**src/rtl/inst_fetch_ctrl_pkg.sv**
```systemverilog
// Shared fetch definitions: FSM encoding, PC step and ROM geometry defaults.
package inst_fetch_ctrl_pkg;

    typedef enum logic [1:0] {
        FS_IDLE  = 2'd0,
        FS_FETCH = 2'd1,
        FS_HALT  = 2'd2,
        FS_FAULT = 2'd3
    } fetch_state_t;

    // Instructions are one 32-bit word; the PC always advances by one word.
    localparam int          PC_INC       = 4;
    localparam logic [31:0] DEF_RESET_PC = 32'h0000_0000;
    localparam int          DEF_ADDR_W   = 10;
    localparam int          DEF_DATA_W   = 32;
    localparam int          DEF_PC_W     = 32;

endpackage

```
**src/rtl/inst_fetch_ctrl_if_id_reg.sv**
```systemverilog
// IF/ID hand-off register: a single-entry valid/ready slot with load, hold and flush.
module if_id_reg #(
    parameter int DATA_W = 32,
    parameter int PC_W   = 32
) (
    input  logic              clk,
    input  logic              rst,
    input  logic              load,
    input  logic              flush,
    input  logic              ready,
    input  logic [DATA_W-1:0] ld_inst,
    input  logic [PC_W-1:0]   ld_pc,
    output logic              valid,
    output logic [DATA_W-1:0] inst,
    output logic [PC_W-1:0]   pc
);

    logic              vld_p1;
    logic [DATA_W-1:0] inst_p1;
    logic [PC_W-1:0]   pc_p1;

    // Flush beats load; a load only arrives when the slot is empty or draining.
    always_ff @(posedge clk) begin
        if (rst) begin
            vld_p1  <= 1'b0;
            inst_p1 <= '0;
            pc_p1   <= '0;
        end else if (flush) begin
            vld_p1  <= 1'b0;
        end else if (load) begin
            vld_p1  <= 1'b1;
            inst_p1 <= ld_inst;
            pc_p1   <= ld_pc;
        end else if (ready) begin
            vld_p1  <= 1'b0;
        end
    end

    assign valid = vld_p1;
    assign inst  = inst_p1;
    assign pc    = pc_p1;

endmodule

```
**src/rtl/inst_fetch_ctrl.sv**
```systemverilog
// Instruction fetch sequencer: owns the PC, drives the ROM and feeds the IF/ID slot.
module inst_fetch_ctrl
    import inst_fetch_ctrl_pkg::*;
#(
    parameter int              ADDR_W   = DEF_ADDR_W,
    parameter int              DATA_W   = DEF_DATA_W,
    parameter int              PC_W     = DEF_PC_W,
    parameter logic [PC_W-1:0] RESET_PC = PC_W'(DEF_RESET_PC)
) (
    input  logic              clk,
    input  logic              rst,
    output logic              rom_ce,
    output logic [ADDR_W-1:0] rom_addr,
    input  logic [DATA_W-1:0] rom_data,
    output logic              id_valid,
    input  logic              id_ready,
    output logic [DATA_W-1:0] id_inst,
    output logic [PC_W-1:0]   id_pc,
    input  logic              redir_valid,
    input  logic [PC_W-1:0]   redir_pc,
    input  logic              halt_req,
    output logic              fault,
    output logic [PC_W-1:0]   pc_out
);

    fetch_state_t    state_q, state_d;
    logic [PC_W-1:0] pc_q, pc_d;
    logic            fault_q, fault_d;
    logic            in_range;
    logic            fetch_go;
    logic            redir_misaligned;

    // A PC is fetchable only while its word index fits inside the ROM.
    assign in_range         = ((pc_q >> (ADDR_W + 2)) == '0);
    assign redir_misaligned = (redir_pc[1:0] != 2'b00);

    // The redirect cycle never fetches, and nothing is fetched while the slot is stalled.
    assign fetch_go = (state_q == FS_FETCH) && in_range && (!id_valid || id_ready)
                      && !redir_valid && !rst;

    assign rom_ce   = fetch_go;
    assign rom_addr = pc_q[ADDR_W+1:2];
    assign pc_out   = pc_q;
    assign fault    = fault_q;

    // Next-state logic: redirect has top priority and is the only way out of HALT/FAULT.
    always_comb begin
        state_d = state_q;
        pc_d    = pc_q;
        fault_d = fault_q;
        if (redir_valid) begin
            pc_d = redir_pc;
            if (redir_misaligned) begin
                state_d = FS_FAULT;
                fault_d = 1'b1;
            end else begin
                state_d = FS_FETCH;
                fault_d = 1'b0;
            end
        end else begin
            case (state_q)
                FS_IDLE: begin
                    state_d = FS_FETCH;
                end
                FS_FETCH: begin
                    if (fetch_go) begin
                        pc_d = pc_q + PC_W'(PC_INC);
                    end
                    if (!in_range) begin
                        state_d = FS_FAULT;
                        fault_d = 1'b1;
                    end else if (halt_req) begin
                        state_d = FS_HALT;
                    end
                end
                default: begin
                    state_d = state_q;
                end
            endcase
        end
    end

    // State, PC and sticky fault registers.
    always_ff @(posedge clk) begin
        if (rst) begin
            state_q <= FS_IDLE;
            pc_q    <= RESET_PC;
            fault_q <= 1'b0;
        end else begin
            state_q <= state_d;
            pc_q    <= pc_d;
            fault_q <= fault_d;
        end
    end

    if_id_reg #(
        .DATA_W (DATA_W),
        .PC_W   (PC_W)
    ) u_if_id (
        .clk     (clk),
        .rst     (rst),
        .load    (fetch_go),
        .flush   (redir_valid),
        .ready   (id_ready),
        .ld_inst (rom_data),
        .ld_pc   (pc_q),
        .valid   (id_valid),
        .inst    (id_inst),
        .pc      (id_pc)
    );

endmodule

```
**config.mk**
```make
export PLATFORM = sky130hd
export DESIGN_NAME = inst_fetch_ctrl
export DESIGN_NICKNAME = d
export VERILOG_FILES = /design/src/rtl/inst_fetch_ctrl_pkg.sv /design/src/rtl/inst_fetch_ctrl_if_id_reg.sv /design/src/rtl/inst_fetch_ctrl.sv
export SDC_FILE = /design/constraint.sdc
export NUM_CORES = 1
export LEC_CHECK = 0
export BUFFER_PORTS_ARGS = -buffer_cell sky130_fd_sc_hd__clkbuf_2
export CORE_MARGIN = 2
export CORE_UTILIZATION = 45
export CTS_CLUSTER_DIAMETER = 100
export DETAILED_ROUTE_END_ITERATION = 16
export HOLD_SLACK_MARGIN = 0.05
export PLACE_DENSITY = 0.88
export SLEW_MARGIN = 20
export SYNTH_ARGS = -nofsm -noshare
export SYNTH_HDL_FRONTEND = slang
export SYNTH_SLANG_ARGS = --single-unit
```
**constraint.sdc**
```tcl
create_clock -name clk -period 1.7 [get_ports clk]
set_input_delay 0.17 -clock clk [delete_from_list [all_inputs] [get_ports clk]]
set_output_delay 0.17 -clock clk [all_outputs]
set_load 0.05 [all_outputs]
```
==> results of run 1 <==
area by class of cell:
cell class / instances / area [um^2] / area share [%]
inverter: 4 / 15.0 / 0.225
multi-input combinational: 286 / 2200 / 32.9
sequential: 100 / 2040 / 30.6
tap: 105 / 131 / 1.97
antenna: 1 / 2.50 / 0.0375
clock inverter: 7 / 78.8 / 1.18
timing repair buffer: 283 / 2080 / 31.2
clock buffer: 9 / 124 / 1.86
power by group through the flow:
stage                     Sequential, uW  Combinational [uW]  Clock (uW)
after floorplan                     2700                 257           0
after global placement              2510                 673           0
after detailed placement            2510                 683           0
after CTS                           2470                 815        1580
after global routing                2480                 944        1710
final                               2470                 898        1590
kinds of logic (layout without fill, tap and decap cells):
logic type | after synthesis | after routing | synth area share, %
other | 0 | 1 | 0
muxes | 22 | 22 | 5.91
adders and majority gates | 1 | 1 | 0.336
DFF | 100 | 100 | 53.7
AOI/OAI and AO/OA | 65 | 65 | 9.94
xor gates and xnor gates | 6 | 6 | 1.41
buffers and inverters | 40 | 303 | 5.57
and+or+nand+nor | 192 | 192 | 23.1
Yosys cell counts (2+ instances only):
cell type  instances
dfxtp_1          100
mux2i_1           22
buf_1              2
a311oi_1           4
nand3_1            6
nor3_1             7
nand4_1            5
buf_2              7
and2_1            23
clkbuf_1          15
xnor2_1            6
nand2_1           98
a211oi_1           2
or2_2              2
and4_1             2
o22ai_1            4
nor4_1             6
a21oi_1           48
inv_1              3
buf_4             11
nor2_1            36
or3_1              2
timing repair:
| item | CTS | global route |
|---|---|---|
| hold buffers | 41 | 0 |
| hold endpoints to repair | 42 | 0 |
| resized for setup | 63 | 152 |
| setup endpoints to repair | 73 | 78 |
| cloned | 4 | 4 |
| setup buffers | 18 | 4 |
| pin swaps | 45 | 94 |
layer usage:
metal | part of all wire [%] | routed length [um] | GRT usage (%) | up-vias
met5 | 0 | 0 | 0 | -
met3 | 6.2 | 894 | 7.51 | 44
met2 | 53 | 7650 | 47.2 | 209
met4 | 3.2 | 469 | 14.7 | 0
li1 | - | - | - | 1928
met1 | 38 | 5490 | 30.0 | 2034
sequential cells by signal (all words and copies together) (netlist names):
register,flops
fault,1
u_if_id.valid,1
pc_out,32
state_q,2
u_if_id.inst,32
u_if_id.pc,32
tightest hold or removal path: stages:
cell	delay (ns)
clkbuf_2	0.07
mux2i_1	0.06
nor2_1	0.07
metrics by stage:
| stage | hold WS [ns] | cell area, um^2 |
|---|---|---|
| 6_report | 0.0373 | 6670 |
| 3_5_place_dp | 0.402 | 4990 |
| 2_1_floorplan | 0.285 | 3770 |
| 5_1_grt | 0.0508 | 6670 |
| 4_1_cts | 0.0503 | 6120 |
| 3_3_place_gp | 0.396 | 4990 |
final timing paths:
check | startpoint | to | slack (ns) | cells after the start
setup reg to reg | pc_out[12] | u_if_id.inst[8] | -0.19 | 9
setup / recovery | pc_out[12] | rom_ce | -0.21 | 5
hold / removal | redir_pc[13] | pc_out[13] | 0.04 | 3
hold reg to reg | u_if_id.pc[4] | u_if_id.pc[4] | 0.48 | 2
cells in the final DEF (no fill, tap or decap), types with 9 or more instances in the layout:
master / n
clkbuf_2: 176
dfxtp_1: 73
a21oi_2: 45
nand2_1: 45
dlygate4sd3_1: 41
nand2_4: 36
buf_4: 33
nor2_1: 32
dfxtp_2: 24
mux2i_1: 22
and2_4: 19
nand2_2: 17
buf_6: 13
buf_12: 12
clkbuf_8: 9
==> flow_summary.ini, run 1 <==
[clocking]
cts_root_buf = clkbuf_8
cts_inserted_buffers = 9
cts_tree = built
clk_latency_ns = 0.37
cts.clk_slew.worst_paths_ns = 0.10
clock_tree.htree_level_count = 3
cts_sinks = 100
clk_path_buf_depth = 2

[floorplan]
ios = 178
num_rows = 33
die-area_um2 = 9030
dieWidth_um = 95.0
initial_core_util_pct = 45.8
core_um2 = 8130
die_h_um = 95.0

[power_and_ir_drop]
intPower_uw = 3450
p_sw_uw = 1510
p_clk_share_pct = 32.0
p_sw_share_pct = 30.4
power_frac_seq_pct = 49.9
pwr-share-comb_pct = 18.1
leakage_uw = 0.00321
total_power_uw = 4960
ir_drop_mv = 0.430
power_density_nw_per_um2 = 743

[synth]
synth_cells = 426
ys_async_sr_fraction_pct = 0
synth_area_per_cell_um2 = 8.75
synth_cell_types = 37
ys.warnings.count = 0
synth_flop_cell = dfxtp_1
synth_top_area_cell = dfxtp_1
synth-seq-cells = 100
synth_nets = 496
ys_seq_area_share_pct = 53.7
synth_edf_count = 0
ys_top_cells_by_area = dfxtp_1 (54%), nand2_1 (9.9%), a21oi_1 (6.4%)
netlist_area_um2 = 3730
synth_top_area_share_pct = 53.7

[setup_path]
max_stage_delay_ns = 0.37
crit_family = simple AND/OR/NAND/NOR gates
cp-end-kind = output pin
critPathBufInv = 1
cpMaxStageDelayCell = dfxtp_4
path_class = reg -> out
crit_arrival_ns = 1.74
critPathRequiredTime_ns = 1.53
critPathLaunchType = register
critical_path.cell_chain = nor4_4 > nand4_1 > or2_4 > nor2_4 > buf_8
cp_max_fo = 3

[sta]
finalSetupViolCount = 75
fin_ws_ns = -0.211
drv_slew = 0
period_minus_slack_ns = 1.91
finalHoldViolCount = 0
worst_pin_slew_ns = 0.535
fin_skew_ns = 0.0158
slew_headroom_pct = 64.3
tns_ns = -6.39
fin_crit_sh_pct = 112
max_freq_mhz = 523
rsz0062_at_grt = true

[job]
maxCapViolCount = 0

[routing]
drtIter0Drc = 255
via_per_inst = 5.30
routed_wl_um = 14500
ant_nets = 0
drt-pass1-iter-count = 5
vias = 4215
drc = 0
wl_per_cell_um = 18.2

[grt]
antenna_found_initial = 0
grt_max_degree = 33
grt-ovfl-total = 0
grt_pass1_vias = 4064
grt_usage_pct = 27.1
grt_first_pass_wirelength_um = 19100

[final_layout]
drive_gt1_share_pct = 61.4
nets = 754
postLayoutCoreUtil_pct = 82.0
instances_no_fill = 795
syn2layout_area_growth_pct = 79.1
fillCellCount = 459

[place]
gp_congestion = 0.812
place_ws_ns = -0.125
dp_hpwl_um = 7610
post-place-cells = 713
port_buffers = 177

[run_status]
violations = negative setup slack
status = finished, violations left

[worst_hold_path]
worstHoldPathType = in -> reg
Power figures use the tool's default switching activity.
==> run 2: changes to the inputs <==
--- a/config.mk
+++ b/config.mk
@@ -7,11 +7,11 @@
 export LEC_CHECK = 0
 export BUFFER_PORTS_ARGS = -buffer_cell sky130_fd_sc_hd__clkbuf_2
 export CORE_MARGIN = 2
-export CORE_UTILIZATION = 45
+export CORE_UTILIZATION = 46
 export CTS_CLUSTER_DIAMETER = 100
 export DETAILED_ROUTE_END_ITERATION = 16
 export HOLD_SLACK_MARGIN = 0.05
-export PLACE_DENSITY = 0.88
+export PLACE_DENSITY = 0.9
 export SLEW_MARGIN = 20
 export SYNTH_ARGS = -nofsm -noshare
 export SYNTH_HDL_FRONTEND = slang
==> run 2 against run 1 <==
Net effect:
- the flow still finishes with violations (negative setup slack)
- global-route usage decreased by 0.47 points
- clock skew shrank 0.0019 ns
- sequential power hardly changed
- register-to-register slack improved by 0.04 ns
- non-clock buffer count shrank 32
==> flow_summary.ini, run 2 (same netlist as run 1, synthesis figures left out) <==
[routing]
ant_nets = 0
via_per_inst = 5.31
routed_wl_um = 13800
drtIter0Drc = 185
vias = 4034
drt-pass1-iter-count = 7
wl_per_cell_um = 18.2
drc = 0

[grt]
grt_pass1_vias = 3845
grt_max_degree = 33
grt_usage_pct = 26.7
grt_first_pass_wirelength_um = 18300
antenna_found_initial = 0
grt-ovfl-total = 0

[sta]
finalSetupViolCount = 77
rsz0062_at_grt = true
fin_skew_ns = 0.0139
slew_headroom_pct = 55.4
fin_crit_sh_pct = 113
drv_slew = 0
worst_pin_slew_ns = 0.669
period_minus_slack_ns = 1.92
fin_ws_ns = -0.225
finalHoldViolCount = 0
max_freq_mhz = 520

[place]
gp_congestion = 0.824
port_buffers = 177
dp_hpwl_um = 7710
place_ws_ns = -0.263
placed_area_um2 = 4870
post-place-cells = 694

[final_layout]
postLayoutCoreUtil_pct = 80.1
syn2layout_area_growth_pct = 67.8
stdcell_area_um2 = 6250
final_cell_mix = clkbuf_2 (175), dfxtp_1 (72), nand2_1 (53)
instances_no_fill = 760
fillCellCount = 466
drive_gt1_share_pct = 56.0
nets = 722
layout_commonest_cell = clkbuf_2

[setup_path]
max_stage_delay_ns = 0.36
critPathLaunchType = register
critPathRequiredTime_ns = 1.53
cpMaxStageDelayCell = dfxtp_4
crit_arrival_ns = 1.75
critPathBufInv = 1
path_class = reg -> out
crit_family = simple AND/OR/NAND/NOR gates
cp_max_fo = 2
critical_path.cell_chain = nor4_4 > nand4_1 > or2_4 > nor2_4 > buf_12
cp-end-kind = output pin

[floorplan]
die_h_um = 94.0
num_rows = 32
ios = 178
core_um2 = 7810
initial_core_util_pct = 47.7
die-area_um2 = 8840
dieWidth_um = 94.0

[power_and_ir_drop]
leakage_uw = 0.00304
power_density_nw_per_um2 = 761
ir_drop_mv = 0.622

[job]
maxCapViolCount = 0

[clocking]
cts_inserted_buffers = 9
cts.clk_slew.worst_paths_ns = 0.10
clk_latency_ns = 0.36
cts_sinks = 100
clock_tree.htree_level_count = 3
cts_root_buf = clkbuf_8
cts_tree = built
clk_path_buf_depth = 2

[run_status]
violations = negative setup slack
status = finished, violations left

[worst_hold_path]
worstHoldPathType = in -> reg
## run 2: changes by cell type in the layout (fill, tap and decap cells not counted), moves of 4 or more
cell	delta
and2_1	+19
and2_4	-19
nand2_2	-13
buf_4	-12
buf_6	-9
nand2_1	+8
buf_8	-5
nand2_4	+5
buf_12	-4
## run 2: metal layers
layer	up-vias	GRT usage, %	share of wire, %
met5	-	0	0
met4	0	12.2	3.7
met3	41	5.30	5.1
met2	175	49.1	54
met1	1955	29.3	37
li1	1863	-	-
## run 2: final cells by class
| type | count | area (um^2) | area share (%) |
|---|---|---|---|
| antenna | 1 | 2.50 | 0.0400 |
| clock buffer | 9 | 124 | 1.98 |
| tap | 102 | 128 | 2.04 |
| multi-input combinational | 286 | 2170 | 34.7 |
| sequential | 100 | 2040 | 32.7 |
| clock inverter | 7 | 58.8 | 0.940 |
| timing repair buffer | 251 | 1710 | 27.3 |
| inverter | 4 | 15.0 | 0.240 |
## run 2: metrics by stage
step | power [uW] | setup TNS (ns) | hold slack [ns]
floorplan | 2950 | -0.0660 | 0.285
global placement | 3150 | -2.27 | 0.398
detailed placement | 3170 | -5.46 | 0.403
CTS | 4640 | -0.670 | 0.0525
global route | 4900 | -13.20 | 0.0658
finish | 4760 | -6.94 | 0.0617
## run 2: worst paths after layout
| path | startpoint | endpoint | slack, ns | depth (start not counted) |
|---|---|---|---|---|
| max | pc_out[15] | rom_ce | -0.22 | 5 |
| min | redir_pc[15] | pc_out[15] | 0.06 | 3 |
| max reg2reg | pc_out[15] | u_if_id.inst[27] | -0.15 | 7 |
| min reg2reg | u_if_id.pc[1] | u_if_id.pc[1] | 0.46 | 2 |
## run 2: worst reg2reg max path, cell delays in order, from the launching register on
cell	delay (ns)
dfxtp_4	0.36
nor4_4	0.34
and4_4	0.31
and3_4	0.26
buf_12	0.15
clkbuf_16	0.16
nand2_4	0.05
a21oi_2	0.14
## run 2: timing repair
action	in CTS	in global routing
gates cloned	0	3
resized for setup	13	158
hold buffers	39	0
hold endpoints to repair	39	0
pin swaps	8	101
endpoints found under the setup margin	68	76
buffers inserted	3	4
## run 2: power by group
| group | total (uW) | switching (uW) | internal (uW) |
|---|---|---|---|
| registers | 2480 | 77.4 | 2400 |
| clock network | 1430 | 876 | 559 |
| logic | 845 | 544 | 301 |
| total | 4760 | 1500 | 3260 |
